## config.mk

```make
export PLATFORM = sky130hd
export DESIGN_NAME = dmem_ctrl
export DESIGN_NICKNAME = d
export VERILOG_FILES = /design/src/rtl/dmem_ctrl.sv
export SDC_FILE = /design/constraint.sdc
export NUM_CORES = 1
export LEC_CHECK = 0
export BUFFER_PORTS_ARGS = -buffer_cell sky130_fd_sc_hd__buf_2
export CAP_MARGIN = 40
export CORE_AREA = 2 2 120 122
export DETAILED_ROUTE_END_ITERATION = 8
export DIE_AREA = 0 0 122 124
export PLACE_DENSITY = 0.56
export REMOVE_ABC_BUFFERS = 1
export SLEW_MARGIN = 10
export SYNTH_ARGS = -nofsm -noshare
export SYNTH_HDL_FRONTEND = slang
export SYNTH_SLANG_ARGS = --single-unit
```

## constraint.sdc

```tcl
create_clock -name clk -period 2.7 [get_ports clk]
set_input_delay 0 -clock clk [delete_from_list [all_inputs] [get_ports clk]]
set_output_delay 0 -clock clk [all_outputs]
set_load 0.02 [all_outputs]
```

## src/rtl/dmem_ctrl.sv

```systemverilog
// dmem_ctrl: arbitrates two load/store requesters (m0 = MEM stage, m1 = debug/DMA loader)
// onto a single-port, word-addressed data memory with a one-cycle registered read.
//
// Ports:
//   clk, reset            - clock, synchronous active-high reset
//   mN_req_valid/ready    - request handshake (N = 0,1); ready is combinational in IDLE
//   mN_we, mN_funct3      - store flag and RV32I width code
//   mN_addr, mN_wdata     - byte address and right-justified store data
//   mN_rsp_valid          - one-cycle response pulse, no backpressure
//   mN_rsp_rdata          - extended load data (0 for stores and errors)
//   mN_rsp_err            - misaligned / illegal funct3 / out-of-range
//   mem_we, mem_byteEnable, mem_address, mem_wd - memory write/read command
//   mem_rd                - memory read data, valid the cycle after a read
module dmem_ctrl #(
  parameter int unsigned DEPTH_WORDS = 256,
  parameter bit          RR_EN       = 1'b1
) (
  input  logic        clk,
  input  logic        reset,
  input  logic        m0_req_valid,
  output logic        m0_req_ready,
  input  logic        m0_we,
  input  logic [2:0]  m0_funct3,
  input  logic [31:0] m0_addr,
  input  logic [31:0] m0_wdata,
  output logic        m0_rsp_valid,
  output logic [31:0] m0_rsp_rdata,
  output logic        m0_rsp_err,
  input  logic        m1_req_valid,
  output logic        m1_req_ready,
  input  logic        m1_we,
  input  logic [2:0]  m1_funct3,
  input  logic [31:0] m1_addr,
  input  logic [31:0] m1_wdata,
  output logic        m1_rsp_valid,
  output logic [31:0] m1_rsp_rdata,
  output logic        m1_rsp_err,
  output logic        mem_we,
  output logic [3:0]  mem_byteEnable,
  output logic [29:0] mem_address,
  output logic [31:0] mem_wd,
  input  logic [31:0] mem_rd
);

  typedef enum logic [0:0] {StIdle, StRdWait} state_e;

  state_e      state_q, state_d;
  logic        last_q, last_d;      // requester granted most recently (1 = m1)
  logic        rd_id_q, rd_id_d;
  logic [2:0]  rd_f3_q, rd_f3_d;
  logic [1:0]  rd_off_q, rd_off_d;
  logic [1:0]  rsp_v_q, rsp_v_d;    // store/error response pulse, one bit per requester
  logic        rsp_err_q, rsp_err_d;

  logic        gnt0, gnt1, gnt_any;
  logic        s_we, s_err;
  logic [2:0]  s_f3;
  logic [31:0] s_addr, s_wdata;
  logic [7:0]  ld_byte;
  logic [15:0] ld_half;
  logic [31:0] ld_data;
  logic        rd_rsp;

  // Arbitration; nothing is granted while reset is asserted.
  always_comb begin
    gnt0 = 1'b0;
    gnt1 = 1'b0;
    if (state_q == StIdle && !reset) begin
      if (m0_req_valid && m1_req_valid) begin
        if (RR_EN) begin
          gnt1 = !last_q;
          gnt0 = last_q;
        end else begin
          gnt0 = 1'b1;
        end
      end else begin
        gnt0 = m0_req_valid;
        gnt1 = m1_req_valid;
      end
    end
    gnt_any = gnt0 | gnt1;
  end

  // Selected request and its legality.
  always_comb begin
    s_we    = gnt1 ? m1_we     : m0_we;
    s_f3    = gnt1 ? m1_funct3 : m0_funct3;
    s_addr  = gnt1 ? m1_addr   : m0_addr;
    s_wdata = gnt1 ? m1_wdata  : m0_wdata;
    unique case (s_f3)
      3'b000, 3'b100: s_err = 1'b0;
      3'b001, 3'b101: s_err = s_addr[0];
      3'b010:         s_err = (s_addr[1:0] != 2'b00);
      default:        s_err = 1'b1;
    endcase
    if ({2'b00, s_addr[31:2]} >= DEPTH_WORDS) s_err = 1'b1;
  end

  // Memory command and next state.
  always_comb begin
    mem_we         = 1'b0;
    mem_byteEnable = 4'b0000;
    mem_address    = 30'd0;
    mem_wd         = 32'd0;
    state_d        = state_q;
    last_d         = last_q;
    rd_id_d        = rd_id_q;
    rd_f3_d        = rd_f3_q;
    rd_off_d       = rd_off_q;
    rsp_v_d        = 2'b00;
    rsp_err_d      = 1'b0;

    if (gnt_any) begin
      last_d = gnt1;
      if (s_err) begin
        rsp_v_d   = {gnt1, gnt0};
        rsp_err_d = 1'b1;
      end else if (s_we) begin
        mem_we      = 1'b1;
        mem_address = s_addr[31:2];
        rsp_v_d     = {gnt1, gnt0};
        unique case (s_f3[1:0])
          2'b00: begin
            mem_byteEnable = 4'b0001 << s_addr[1:0];
            mem_wd         = {4{s_wdata[7:0]}};
          end
          2'b01: begin
            mem_byteEnable = s_addr[1] ? 4'b1100 : 4'b0011;
            mem_wd         = {2{s_wdata[15:0]}};
          end
          default: begin
            mem_byteEnable = 4'b1111;
            mem_wd         = s_wdata;
          end
        endcase
      end else begin
        mem_address = s_addr[31:2];
        state_d     = StRdWait;
        rd_id_d     = gnt1;
        rd_f3_d     = s_f3;
        rd_off_d    = s_addr[1:0];
      end
    end

    if (state_q == StRdWait) state_d = StIdle;
  end

  always_ff @(posedge clk) begin
    if (reset) begin
      state_q   <= StIdle;
      last_q    <= 1'b1;
      rd_id_q   <= 1'b0;
      rd_f3_q   <= 3'b000;
      rd_off_q  <= 2'b00;
      rsp_v_q   <= 2'b00;
      rsp_err_q <= 1'b0;
    end else begin
      state_q   <= state_d;
      last_q    <= last_d;
      rd_id_q   <= rd_id_d;
      rd_f3_q   <= rd_f3_d;
      rd_off_q  <= rd_off_d;
      rsp_v_q   <= rsp_v_d;
      rsp_err_q <= rsp_err_d;
    end
  end

  // Load data alignment and extension from the registered read.
  always_comb begin
    ld_byte = 8'(mem_rd >> {rd_off_q, 3'b000});
    ld_half = rd_off_q[1] ? mem_rd[31:16] : mem_rd[15:0];
    unique case (rd_f3_q)
      3'b000:  ld_data = {{24{ld_byte[7]}}, ld_byte};
      3'b100:  ld_data = {24'd0, ld_byte};
      3'b001:  ld_data = {{16{ld_half[15]}}, ld_half};
      3'b101:  ld_data = {16'd0, ld_half};
      default: ld_data = mem_rd;
    endcase
  end

  // Outputs are forced low during reset so a pending read never responds.
  always_comb begin
    rd_rsp       = (state_q == StRdWait) && !reset;
    m0_req_ready = gnt0;
    m1_req_ready = gnt1;
    m0_rsp_valid = !reset && (rsp_v_q[0] || (rd_rsp && !rd_id_q));
    m1_rsp_valid = !reset && (rsp_v_q[1] || (rd_rsp && rd_id_q));
    m0_rsp_err   = !reset && rsp_v_q[0] && rsp_err_q;
    m1_rsp_err   = !reset && rsp_v_q[1] && rsp_err_q;
    m0_rsp_rdata = (rd_rsp && !rd_id_q) ? ld_data : 32'd0;
    m1_rsp_rdata = (rd_rsp && rd_id_q) ? ld_data : 32'd0;
  end

endmodule

```

==> flow_summary.ini <==
[detailed_routing]
routed_via_density = 4.79
drtIter0Drc = 187
routed_wl_um = 15000
routed-via-count = 4470
dr.pass1.iters = 4
avgRoutedWirePerCell_um = 16.1
drc = 0
route.antenna.remaining_nets = 0

[critical_path]
cp.required_ns = 2.70
worst_setup_path_end_kind = output port
worstPathCellList = a211oi_4, buf_4, buf_4, a211oi_1, a21oi_2, mux4_2, and2b_1, buf_2
r2r_slack_ns = 0.55
crit_path_max_incr_delay_ns = 0.56
critPathLaunchType = flip-flop
cp_slowest_cell = a21oi_2
crit_arrival_ns = 2.58
ff2ff_path_depth = 7
cp_max_fo = 10
path_class = reg2out
crit_top_cell = buf_4

[power]
p_per_area_nw_per_um2 = 187
vdd_ir_drop_max_v = 0.000131
leakage_nw = 2.63

[clock_tree]
cts_buffers = 3
clk_latency_ns = 0.24
cts.sinks = 11
clockRootBuffer = clkbuf_16
clock_path_buffers = 2
clkTransAtPathRegs_ns = 0.04
cts_max_level = 1
cts_tree = built

[placed_design]
place_ws_ns = 0.274
place_hpwl_um = 12600
portBuffers = 286
globalplace.congestion = 0.814
dpl_cell_area_um2 = 4760

[hold_path]
hold_path_class = in2reg
min_path_cells = 2

[floorplanning]
dieWidth_um = 122
num_rows = 43
io_pins = 309
dieArea_um2 = 15100
die_h_um = 124
core_area_um2 = 13700
start_util_pct = 23.6

[yosys]
synthTopCellsByArea = nor2_1, nor2b_1, mux2i_1
synth_area_leader_cell = nor2_1
synth_seq_cells = 11
synth_common_cells = nor2_1, nand2_1, nor2b_1, a21oi_1
yosysSeqAreaShare_pct = 6.80
ys.flop_type = dfxtp_1
yosys_warnings = 0
synth_top_area_share_pct = 8.11
syn_area_um2 = 3240
ys_async_sr_fraction_pct = 0
yosysMostFrequentCell = nor2_1
postSynthCellCount = 479
synth-edff-count = 0
avgSynthCellArea_um2 = 6.77
yosysUniqueCellTypes = 52

[timing]
finClkSkew_ns = 0.000616
relSlewSlack_pct = 51.1
fmax_mhz = 388
worst_slew_pin_slew_ns = 0.733
timing.final.ws_setup_ns = 0.122
min_period_ns = 2.58
hold_viol_final = 0
min_period_over_period_pct = 95.5
holdWs_ns = 0.0317
maxSlewViolCount = 0
rsz0062_at_grt = no
setup-violations-final = 0

[layout]
utilization_pct = 35.6
multi_input_area_um2 = 2710
fillers = 1533
area_growth_pct = 50.9
antennaDiodeCount = 0
nNetsFinal = 926
final_cell_area_um2 = 4890
seqCellArea_um2 = 220
drive_gt1_share_pct = 47.3

[outcome]
status = finished clean

[job]
drv_cap = 0

[global_route]
overflow = 0
grt_util_all_layers_pct = 18.4
grt_pass1_vias = 4067
antenna_found_initial = 0
grt_start_max_net_pins = 40
grt_pass1_wl_um = 22100
==> worst max-delay path, delay by kind of cell, from the launching register on <==
| family | cells | cell delay [ns] |
|---|---|---|
| buf+inv | 3 | 0.43 |
| compound gates | 3 | 0.97 |
| flops | 1 | 0.35 |
| mux | 1 | 0.42 |
| simple gates | 1 | 0.17 |
==> report_power, final <==
part / switching, mW / internal, mW / leakage, nW / total (mW)
combinational: 0.264 / 0.209 / 2.50 / 0.473
sequential: 0.00257 / 0.167 / 0.0897 / 0.170
clock: 0.0709 / 0.198 / 0.0382 / 0.269
total: 0.338 / 0.574 / 2.63 / 0.912
==> logic make-up (layout without fill, tap and decap cells) <==
kind of cell	Yosys count	count (layout)	synth area share [%]
flops	11	11	6.80
compound gates	115	115	27.3
other cells	1	22	0.116
buf+inv	70	322	12.3
simple gates	236	237	36.0
mux	46	46	17.5
==> cell usage in the layout (no fill, tap or decap), types with 3 or more instances in the layout <==
| cell | count |
|---|---|
| dfxtp_1 | 11 |
| a221o_1 | 4 |
| nor2b_1 | 42 |
| a32o_1 | 3 |
| clkbuf_16 | 3 |
| and3_1 | 3 |
| buf_4 | 20 |
| nor4_1 | 14 |
| o21ai_0 | 21 |
| conb_1 | 22 |
| nor2_1 | 70 |
| nand2b_1 | 8 |
| nor3b_1 | 3 |
| a211oi_2 | 10 |
| o22ai_1 | 3 |
| and2_1 | 6 |
| mux2_2 | 14 |
| nand3b_1 | 3 |
| and2b_1 | 4 |
| o211ai_1 | 12 |
| a21oi_1 | 31 |
| a211oi_1 | 11 |
| a22oi_1 | 4 |
| mux2i_1 | 25 |
| buf_2 | 286 |
| nand2_1 | 58 |
| inv_1 | 8 |
| nand3_1 | 15 |
| mux4_2 | 7 |
==> flip-flops by register name, indices dropped and copies added, names as in the netlist <==
signal / cells
rd_f3_q: 3
rd_off_q: 2
rsp_v_q: 2
last_q: 1
rd_id_q: 1
rsp_err_q: 1
state_q: 1
==> what timing repair did <==
action / 4_1_cts / 5_1_grt
hold buffers: 0 / 0
setup buffers: 0 / 6
gates resized for setup: 0 / 0
endpoints found under the setup margin: 0 / 24
==> layout make-up <==
cell class                 count  share of cell area, %
multi-input combinational    420                   55.3
timing repair buffer         308                   33.2
tap                          180                   4.61
sequential                    11                   4.50
clock buffer                   4                   1.61
inverter                      10                  0.768
==> per-stage QoR <==
stage	instances	TNS [ns]	power, mW
floorplan	440	-0.823	0.394
global placement	922	0	0.639
detailed placement	922	0	0.638
CTS	926	0	0.913
global route	933	0	0.969
finish	933	0	0.912
==> worst paths after layout <==
check                to  startpoint
max reg2reg  rd_f3_q[1]      last_q
min             rd_id_q       m1_we
max           mem_wd[9]      last_q
min reg2reg     rd_id_q     rd_id_q
==> routing by layer <==
metal	global-route usage (%)	share of wire, %	routed length [um]	up-vias
li1	-	-	-	2214
met1	22.5	41	6220	2021
met2	33.3	49	7360	219
met3	3.07	7.8	1170	16
met4	4.89	1.8	267	0
met5	0	0	0	-
No activity file was read; power rests on OpenSTA's default activity.
